<file path="config.mk">
export PLATFORM = sky130hd
export DESIGN_NAME = pwm_capture
export DESIGN_NICKNAME = d
export VERILOG_FILES = /design/src/rtl/pwm_pkg.sv /design/src/rtl/sync_edge.sv /design/src/rtl/pwm_capture.sv
export SDC_FILE = /design/constraint.sdc
export NUM_CORES = 1
export LEC_CHECK = 0
export CELL_PAD_IN_SITES_DETAIL_PLACEMENT = 1
export CELL_PAD_IN_SITES_GLOBAL_PLACEMENT = 1
export CORE_MARGIN = 4
export CORE_UTILIZATION = 40
export DETAILED_ROUTE_END_ITERATION = 16
export GPL_ROUTABILITY_DRIVEN = 1
export PLACE_DENSITY = 0.84
export SYNTH_ARGS = -nofsm -noshare
export SYNTH_HDL_FRONTEND = slang
export SYNTH_SLANG_ARGS = --single-unit
</file>
<file path="constraint.sdc">
create_clock -name clk_in -period 1.86 [get_ports clk_in]
set_clock_uncertainty 0.1 [all_clocks]
set_input_delay 0.372 -clock clk_in [delete_from_list [all_inputs] [get_ports clk_in]]
set_output_delay 0.372 -clock clk_in [all_outputs]
set_load 0.01 [all_outputs]
</file>
<file path="src/rtl/pwm_pkg.sv">
// Shared constants and state encoding for the PWM generator/capture pair.
// PWM_PERIOD matches the generator so loopback readings can be compared directly.
package pwm_pkg;

  localparam int CNT_W      = 13;
  localparam int PWM_PERIOD = 5000;

  typedef enum logic [1:0] {
    IDLE = 2'd0,
    HIGH = 2'd1,
    LOW  = 2'd2
  } capState_e;

endpackage

</file>
<file path="src/rtl/sync_edge.sv">
// Multi-flop synchronizer for an asynchronous pin, followed by a rise/fall detector
// on the synchronized level. Reusable for any slow external input.
module sync_edge #(
  parameter int SYNC_STAGES = 2
) (
  input  logic clk_in,
  input  logic rst,
  input  logic sig_i,
  output logic s_o,
  output logic rise_o,
  output logic fall_o
);

  logic [SYNC_STAGES-1:0] sync_q;
  logic                   sDly_q;

  always_ff @(posedge clk_in or posedge rst) begin
    if (rst) begin
      sync_q <= '0;
      sDly_q <= 1'b0;
    end else begin
      sync_q <= {sync_q[SYNC_STAGES-2:0], sig_i};
      sDly_q <= sync_q[SYNC_STAGES-1];
    end
  end

  assign s_o    = sync_q[SYNC_STAGES-1];
  assign rise_o = s_o & ~sDly_q;
  assign fall_o = ~s_o & sDly_q;

endmodule

</file>
<file path="src/rtl/pwm_capture.sv">
// Measures high time and rising-to-rising period of an external PWM line in clk_in
// cycles, and flags the signal as lost when an expected edge does not arrive in time.
module pwm_capture #(
  parameter int CNT_W       = pwm_pkg::CNT_W,
  parameter int TIMEOUT     = 8191,
  parameter int SYNC_STAGES = 2
) (
  input  logic             clk_in,
  input  logic             rst,
  input  logic             pwm_in,
  output logic [CNT_W-1:0] duty_cnt,
  output logic [CNT_W-1:0] period_cnt,
  output logic             meas_valid,
  output logic             sig_lost,
  output logic             stuck_level
);

  import pwm_pkg::*;

  localparam logic [CNT_W-1:0] TIMEOUT_C = CNT_W'(TIMEOUT);
  localparam logic [CNT_W-1:0] ONE_C     = CNT_W'(1);

  logic sLevel, rise, fall;

  sync_edge #(.SYNC_STAGES(SYNC_STAGES)) u_sync (
    .clk_in (clk_in),
    .rst    (rst),
    .sig_i  (pwm_in),
    .s_o    (sLevel),
    .rise_o (rise),
    .fall_o (fall)
  );

  capState_e        state_q;
  logic [CNT_W-1:0] cnt_q, cnt_d, hiLen_q, duty_q, period_q;
  logic             valid_q, lost_q, stuck_q;

  // Counter saturates at the timeout value so a dead line can never wrap into a fake edge.
  assign cnt_d = (cnt_q == TIMEOUT_C) ? cnt_q : cnt_q + ONE_C;

  always_ff @(posedge clk_in or posedge rst) begin
    if (rst) begin
      state_q  <= IDLE;
      cnt_q    <= '0;
      hiLen_q  <= '0;
      duty_q   <= '0;
      period_q <= '0;
      valid_q  <= 1'b0;
      lost_q   <= 1'b1;
      stuck_q  <= 1'b0;
    end else begin
      valid_q <= 1'b0;
      case (state_q)
        IDLE: begin
          cnt_q <= '0;
          if (rise) begin
            cnt_q   <= ONE_C;
            state_q <= HIGH;
          end
        end
        HIGH: begin
          if (fall) begin
            hiLen_q <= cnt_q;
            cnt_q   <= cnt_d;
            state_q <= LOW;
          end else if (cnt_q == TIMEOUT_C) begin
            cnt_q   <= '0;
            lost_q  <= 1'b1;
            stuck_q <= sLevel;
            state_q <= IDLE;
          end else begin
            cnt_q <= cnt_d;
          end
        end
        LOW: begin
          // An edge arriving on the timeout cycle still counts as a normal transition.
          if (rise) begin
            period_q <= cnt_q;
            duty_q   <= hiLen_q;
            valid_q  <= 1'b1;
            lost_q   <= 1'b0;
            cnt_q    <= ONE_C;
            state_q  <= HIGH;
          end else if (cnt_q == TIMEOUT_C) begin
            cnt_q   <= '0;
            lost_q  <= 1'b1;
            stuck_q <= sLevel;
            state_q <= IDLE;
          end else begin
            cnt_q <= cnt_d;
          end
        end
        default: begin
          cnt_q   <= '0;
          state_q <= IDLE;
        end
      endcase
    end
  end

  assign duty_cnt    = duty_q;
  assign period_cnt  = period_q;
  assign meas_valid  = valid_q;
  assign sig_lost    = lost_q;
  assign stuck_level = stuck_q;

endmodule
</file>
Word level (Yosys, flattened, before mapping)
Cells that the tools add are included.
W data, S select, Z words.
{"block": "classes", "magnitude_cmp": 0, "n_addsub": 1, "div_mod_pow": 0, "shift": 0, "reduce_logical": 6, "n_mul": 0, "bitwise": 4, "eq_ne": 6, "mux": 21}
{"operator": "$mux W13", "count": 4}
{"operator": "$pmux W13 S3", "count": 1}
{"operator": "$add A13 B1 Y13 const B", "count": 1}
{"operator": "$eq A13 B13 Y1 const B", "count": 1}
{"operator": "$mux W1", "count": 9}
{"operator": "$mux W2", "count": 4}
{"operator": "$ne A2 B2 Y1 const B", "count": 3}
{"operator": "$pmux W2 S3", "count": 1}
{"operator": "$reduce_and A2 Y1", "count": 3}
{"operator": "$pmux W1 S2", "count": 2}
{"operator": "$reduce_and A3 Y1", "count": 1}
{"operator": "$and A1 B1 Y1", "count": 2}
{"operator": "$eq A2 B1 Y1 const B", "count": 1}
{"operator": "$eq A2 B2 Y1 const B", "count": 1}
{"operator": "$logic_not A2 Y1", "count": 1}
{"operator": "$not A1 Y1", "count": 2}
{"operator": "$reduce_bool A2 Y1", "count": 1}
{"block": "word_totals", "register_bits": 60, "latch_bits": 0, "elab_cells": 48, "memories": 0, "ram_bits": 0, "romBits": 0, "output_inout_bits": 29}

Logic depth before layout (Yosys ltp)
Gate-level depths: netlist of run 1.
{"block": "logic_depth", "word_depth": 5, "mapped_depth": 9, "depth_no_buf": 9}

By module
Synthesis of run 1 repeated with hierarchy kept, for this count alone.
{"block": "unflattened", "cells_unflattened": 222, "area_unflattened_um2": 2483.6}
{"module": "pwm_capture", "cells_per_inst": 216, "area_per_inst_um2": 2389.8, "n_inst": 1}
{"module": "sync_edge", "cells_per_inst": 6, "area_per_inst_um2": 93.8, "n_inst": 1}

Least setup slack after synthesis of run 1
Ideal clock, no wire load.
{"block": "synth_path", "path_kind": "flip-flop to flip-flop", "start": "register cnt_q[0]", "end": "register cnt_q[0]", "slack_ps": 12, "required_time_ps": 1630, "stages_incl_launch_ff": 10, "arrival_ps": 1618, "cell_sequence": "dfrtp_1 > ha_1 > and3_2 > and4_4 > inv_2 > ha_1 > inv_1 > o22ai_1 > a22oi_1 > o21ai_0"}
{"block": "synth_via", "elab_chain_len": 5}
{"element": "start: declaration", "line": "pwm_capture.sv:35", "rtl": "logic [CNT_W-1:0] cnt_q, cnt_d, hiLen_q, duty_q, period_q;"}
{"element": "start signal: assignment", "line": "pwm_capture.sv:64", "rtl": "cnt_q <= cnt_d;"}
{"element": "start signal: assignment", "line": "pwm_capture.sv:72", "rtl": "cnt_q <= cnt_d;"}
{"element": "start signal: assignment", "line": "pwm_capture.sv:90", "rtl": "cnt_q <= cnt_d;"}
{"element": "$add A13 B1 Y13 or $eq A13 B13 Y1 (tied branches)", "line": "pwm_capture.sv:39, pwm_capture.sv:66, pwm_capture.sv:84"}
{"element": "$mux W13", "line": "pwm_capture.sv:39", "rtl": "assign cnt_d = (cnt_q == TIMEOUT_C) ? cnt_q : cnt_q + ONE_C;"}
{"element": "$mux W13", "line": "pwm_capture.sv:66, pwm_capture.sv:84"}
{"element": "$mux W13, on equally long branches", "line": "pwm_capture.sv:77, pwm_capture.sv:62"}
{"element": "$pmux W13 S3 *", "line": "pwm_capture.sv:53", "rtl": "case (state_q)"}
Mark *: on every way between the ends. The rest lies on a longest branch, timed or not.
A chain may end at the register's enable or synchronous reset.

Final worst setup path of run 1
{"block": "layout_path", "start": "register cnt_q[1]", "end": "register cnt_q[0]"}
{"block": "layout_via", "elab_chain_len": 5}
{"element": "$eq A13 B13 Y1 *", "line": "pwm_capture.sv:39, pwm_capture.sv:66, pwm_capture.sv:84"}
{"element": "$mux W13", "line": "pwm_capture.sv:39"}
{"element": "$mux W13", "line": "pwm_capture.sv:66, pwm_capture.sv:84"}
{"element": "$mux W13, on equally long branches", "line": "pwm_capture.sv:77, pwm_capture.sv:62"}
{"element": "$pmux W13 S3 *", "line": "pwm_capture.sv:53"}
Marked as above.

==> reports/metrics.yaml, run 1 <==
hold_path:
  min_path_type: "in -> async"
timing:
  worst-slew-pin-transition_ns: 0.4702
  relSlewSlack: 0.6785
  max_freq_mhz: 511.9
  setup_viol: 7
  final.setup.tns_ns: -0.3094
  rsz0062_at_grt: "true"
  finalHoldViolations: 0
  finalCritPeriodShare: 1.050
  slew_violations: 0
  worst_slack_ns: -0.09348
  post-route-min-period_ns: 1.953
logic_synthesis:
  synth.most_common_cell: "dfrtp_1"
  ys_seq_area_frac: 0.5873
  syn_inst: 198
  synth_cell_types: 40
  synthTopCellsByArea: "dfrtp_1, mux2_2, a21oi_1"
  yosys_register_bits: 60
  synth.top_cell.area_share: 0.5770
  avgSynthCellArea_um2: 12.92
  synthTopCellsByCount: "dfrtp_1, mux2_2, a21oi_1, o21ai_0"
  ys_warn_count: 0
  postSynth.asyncResetShare: 1.000
  netlist_area_um2: 2559
  syn_nets: 203
  dominantRegCellSynth: "dfrtp_1"
  synth_edf_count: 0
  yosysTopAreaCell: "dfrtp_1"
finish:
  stdcell_count: 342
  fin_area_um2: 3448
  drive_gt1_frac: 0.3858
  area_delta_synth_final_pct: 34.77
  fillers: 635
  final_nets: 267
  n_antenna_cell: 0
worst_setup_path:
  path_class: "reg -> reg"
  worst_r2r_endpoint: "cnt_q[0]$_DFF_PP0_"
  r2r_cells: 8
  crit_fanout: 4
  required_ns: 1.99
  reg2reg_from: "cnt_q[1]$_DFF_PP0_"
  cp-end-kind: "flip-flop"
  rrSetupSlack_ns: -0.09
  crit_arrival_ns: 2.08
  start_kind: "flip-flop"
clock_tree:
  h-tree-depth: 3
  clk_pin_slew_ns: 0.07
  clock_latency_ns: 0.35
  tritoncts: "done"
  cts-buffers-inserted: 9
  cts_buffer_depth: 2
  clockRootBuffer: "clkbuf_8"
  cts_sinks: 60
placement:
  place_inst: 321
  place_congestion: 0.8600
  port_buffers: 31
  dpl.hpwl_um: 4290
  place_area_um2: 3131
grt:
  antenna_found_initial: 0
  grt-ovfl-total: 0
  grt_use_total: 0.1931
  grt_pass1_wl_um: 11030
  grt_max_degree: 23
  grt_pass1_vias: 2078
pwr:
  intPower_uw: 2543
  power.share.clock: 0.328
  power.share.combinational: 0.252
  vdd_drop_max_mv: 0.6226
  p_sw_frac: 0.3008
  leakage_uw: 0.001589
  p_switching_uw: 1094
  power_density_nw_per_um2: 1055
  seqPwrFrac: 0.420
routing:
  top_layer: "met4"
  vias: 1917
  drt_pass1_iterations: 4
  drt_iter0_drc: 112
  wl_met3_um: 288
  wl_per_cell_um: 20.36
  route.met2.wl_um: 3593
  drc: 0
  ant_nets: 0
  viasPerCell: 5.605
  routed_wl_um: 6964
  drt-met1-wl_um: 2937
die:
  core_area_um2: 6061
  num_io_pins: 32
  start_util: 0.4222
  rows: 28
  die_area_um2: 7740
  die_h_um: 87.98
  fp.dieW_um: 87.98
status:
  violations: "setup timing"
  outcome: "complete, but fails checks"
job:
  maxCapViolCount: 0
-- layout by cell type (no fill, tap or decap), types with 2 or more instances in the layout --
master and instances:
a21o_1 3, a21oi_1 10, a22oi_1 2, and3_1 3, and4_1 2, buf_12 3
buf_4 26, clkbuf_8 11, clkdlybuf4s50_1 30, clkinv_2 4, dfrtp_1 57, dfrtp_2 2
inv_1 4, mux2_2 38, nand2_1 6, nand2b_1 5, nand3_1 5, nor2_1 5
nor2b_1 3, nor3_1 3, o21ai_0 7, o22ai_4 2, o31ai_1 3, or3_1 3
-- worst max-delay path, cell delays in order, from the launching register on --
cell,delay [ns]
dfrtp_1,0.38
ha_2,0.21
and3_4,0.20
and4_4,0.28
inv_6,0.06
ha_4,0.27
o22ai_4,0.07
a22oi_2,0.17
o21ai_1,0.09
-- cell type report --
| class | instances | area [µm²] | share of cell area |
|---|---|---|---|
| flip-flops and latches | 60 | 1505 | 0.4365 |
| multi-input cells | 123 | 1035 | 0.3001 |
| repair buffers | 61 | 575.6 | 0.1669 |
| clock buffers | 11 | 151.4 | 0.04390 |
| well taps | 75 | 93.84 | 0.02721 |
| clock inverters | 5 | 50.05 | 0.01451 |
| inverters | 7 | 37.54 | 0.01089 |
-- cell families (layout without fill, tap and decap cells) --
kind of cell	Yosys count	after routing	share of synthesized area
simple gates	45	45	0.1076
compound gates	37	37	0.08998
fa+ha+maj	2	2	0.009778
buf+inv	15	84	0.03423
mux	39	39	0.1711
flops	60	60	0.5873
-- worst max-delay path by stage --
stage	startpoint	end	cells after the start	slack (ns)
floorplan	cnt_q[0]$_DFF_PP0_	cnt_q[0]$_DFF_PP0_	9	0.01
global placement	cnt_q[0]$_DFF_PP0_	cnt_q[0]$_DFF_PP0_	9	0.03
detailed placement	cnt_q[0]$_DFF_PP0_	cnt_q[0]$_DFF_PP0_	9	-0.11
CTS	cnt_q[0]$_DFF_PP0_	cnt_q[0]$_DFF_PP0_	8	-0.03
global route	cnt_q[1]$_DFF_PP0_	cnt_q[0]$_DFF_PP0_	8	-0.17
finish	cnt_q[1]$_DFF_PP0_	cnt_q[0]$_DFF_PP0_	8	-0.09
-- sequential cells by signal, summed over array words and instances, names as in the netlist --
| signal | cells |
|---|---|
| u_sync.sDly_q | 1 |
| duty_cnt | 13 |
| sig_lost | 1 |
| state_q | 2 |
| u_sync.sync_q | 2 |
| stuck_level | 1 |
| cnt_q | 13 |
| hiLen_q | 13 |
| meas_valid | 1 |
| period_cnt | 13 |
-- power groups by stage --
stage | registers, µW | clock network (µW) | logic (µW)
floorplan | 1530 | 0 | 460
global placement | 1530 | 0 | 684
detailed placement | 1540 | 0 | 716
CTS | 1520 | 1220 | 799
global route | 1540 | 1300 | 978
finish | 1530 | 1190 | 917
-- per-stage QoR --
stage / hold slack, ns / setup WS (ns) / util / power (µW)
2_1_floorplan: 0.2312 / 0.01152 / - / 1987
3_3_place_gp: 0.2385 / 0.03347 / 0.5165 / 2212
3_5_place_dp: 0.2508 / -0.1130 / 0.5165 / 2251
4_1_cts: 0.2578 / -0.03398 / 0.5601 / 3538
5_1_grt: 0.2717 / -0.1678 / 0.5690 / 3815
6_report: 0.2602 / -0.09348 / 0.5690 / 3637
-- what timing repair did --
item | 4_1_cts | 5_1_grt
resized for setup | 12 | 9
endpoints found under the setup margin | 13 | 7
pin swaps | 3 | 4
hold buffers | 0 | 0
setup buffers | 3 | 2
-- routing by layer --
layer	vias up	track usage
li1	846	-
met1	1008	0.2342
met2	48	0.3205
met3	15	0.06961
met4	0	0.06276
met5	-	0
Power figures use the tool's default switching activity.
==> inputs of run 2 (changes only) <==
--- a/config.mk
+++ b/config.mk
@@ -15,3 +15,4 @@
 export SYNTH_ARGS = -nofsm -noshare
 export SYNTH_HDL_FRONTEND = slang
 export SYNTH_SLANG_ARGS = --single-unit
+export TNS_END_PERCENT = 100
==> results of run 2 <==
Same layout as run 1: the final DEF is identical, and so are final timing and power.
==> inputs of run 3 (changes only) <==
--- a/config.mk
+++ b/config.mk
@@ -12,6 +12,7 @@
 export DETAILED_ROUTE_END_ITERATION = 16
 export GPL_ROUTABILITY_DRIVEN = 1
 export PLACE_DENSITY = 0.84
+export SLEW_MARGIN = 20
 export SYNTH_ARGS = -nofsm -noshare
 export SYNTH_HDL_FRONTEND = slang
 export SYNTH_SLANG_ARGS = --single-unit
==> results of run 3 <==
Same layout as run 1: the final DEF is identical, and so are final timing and power.
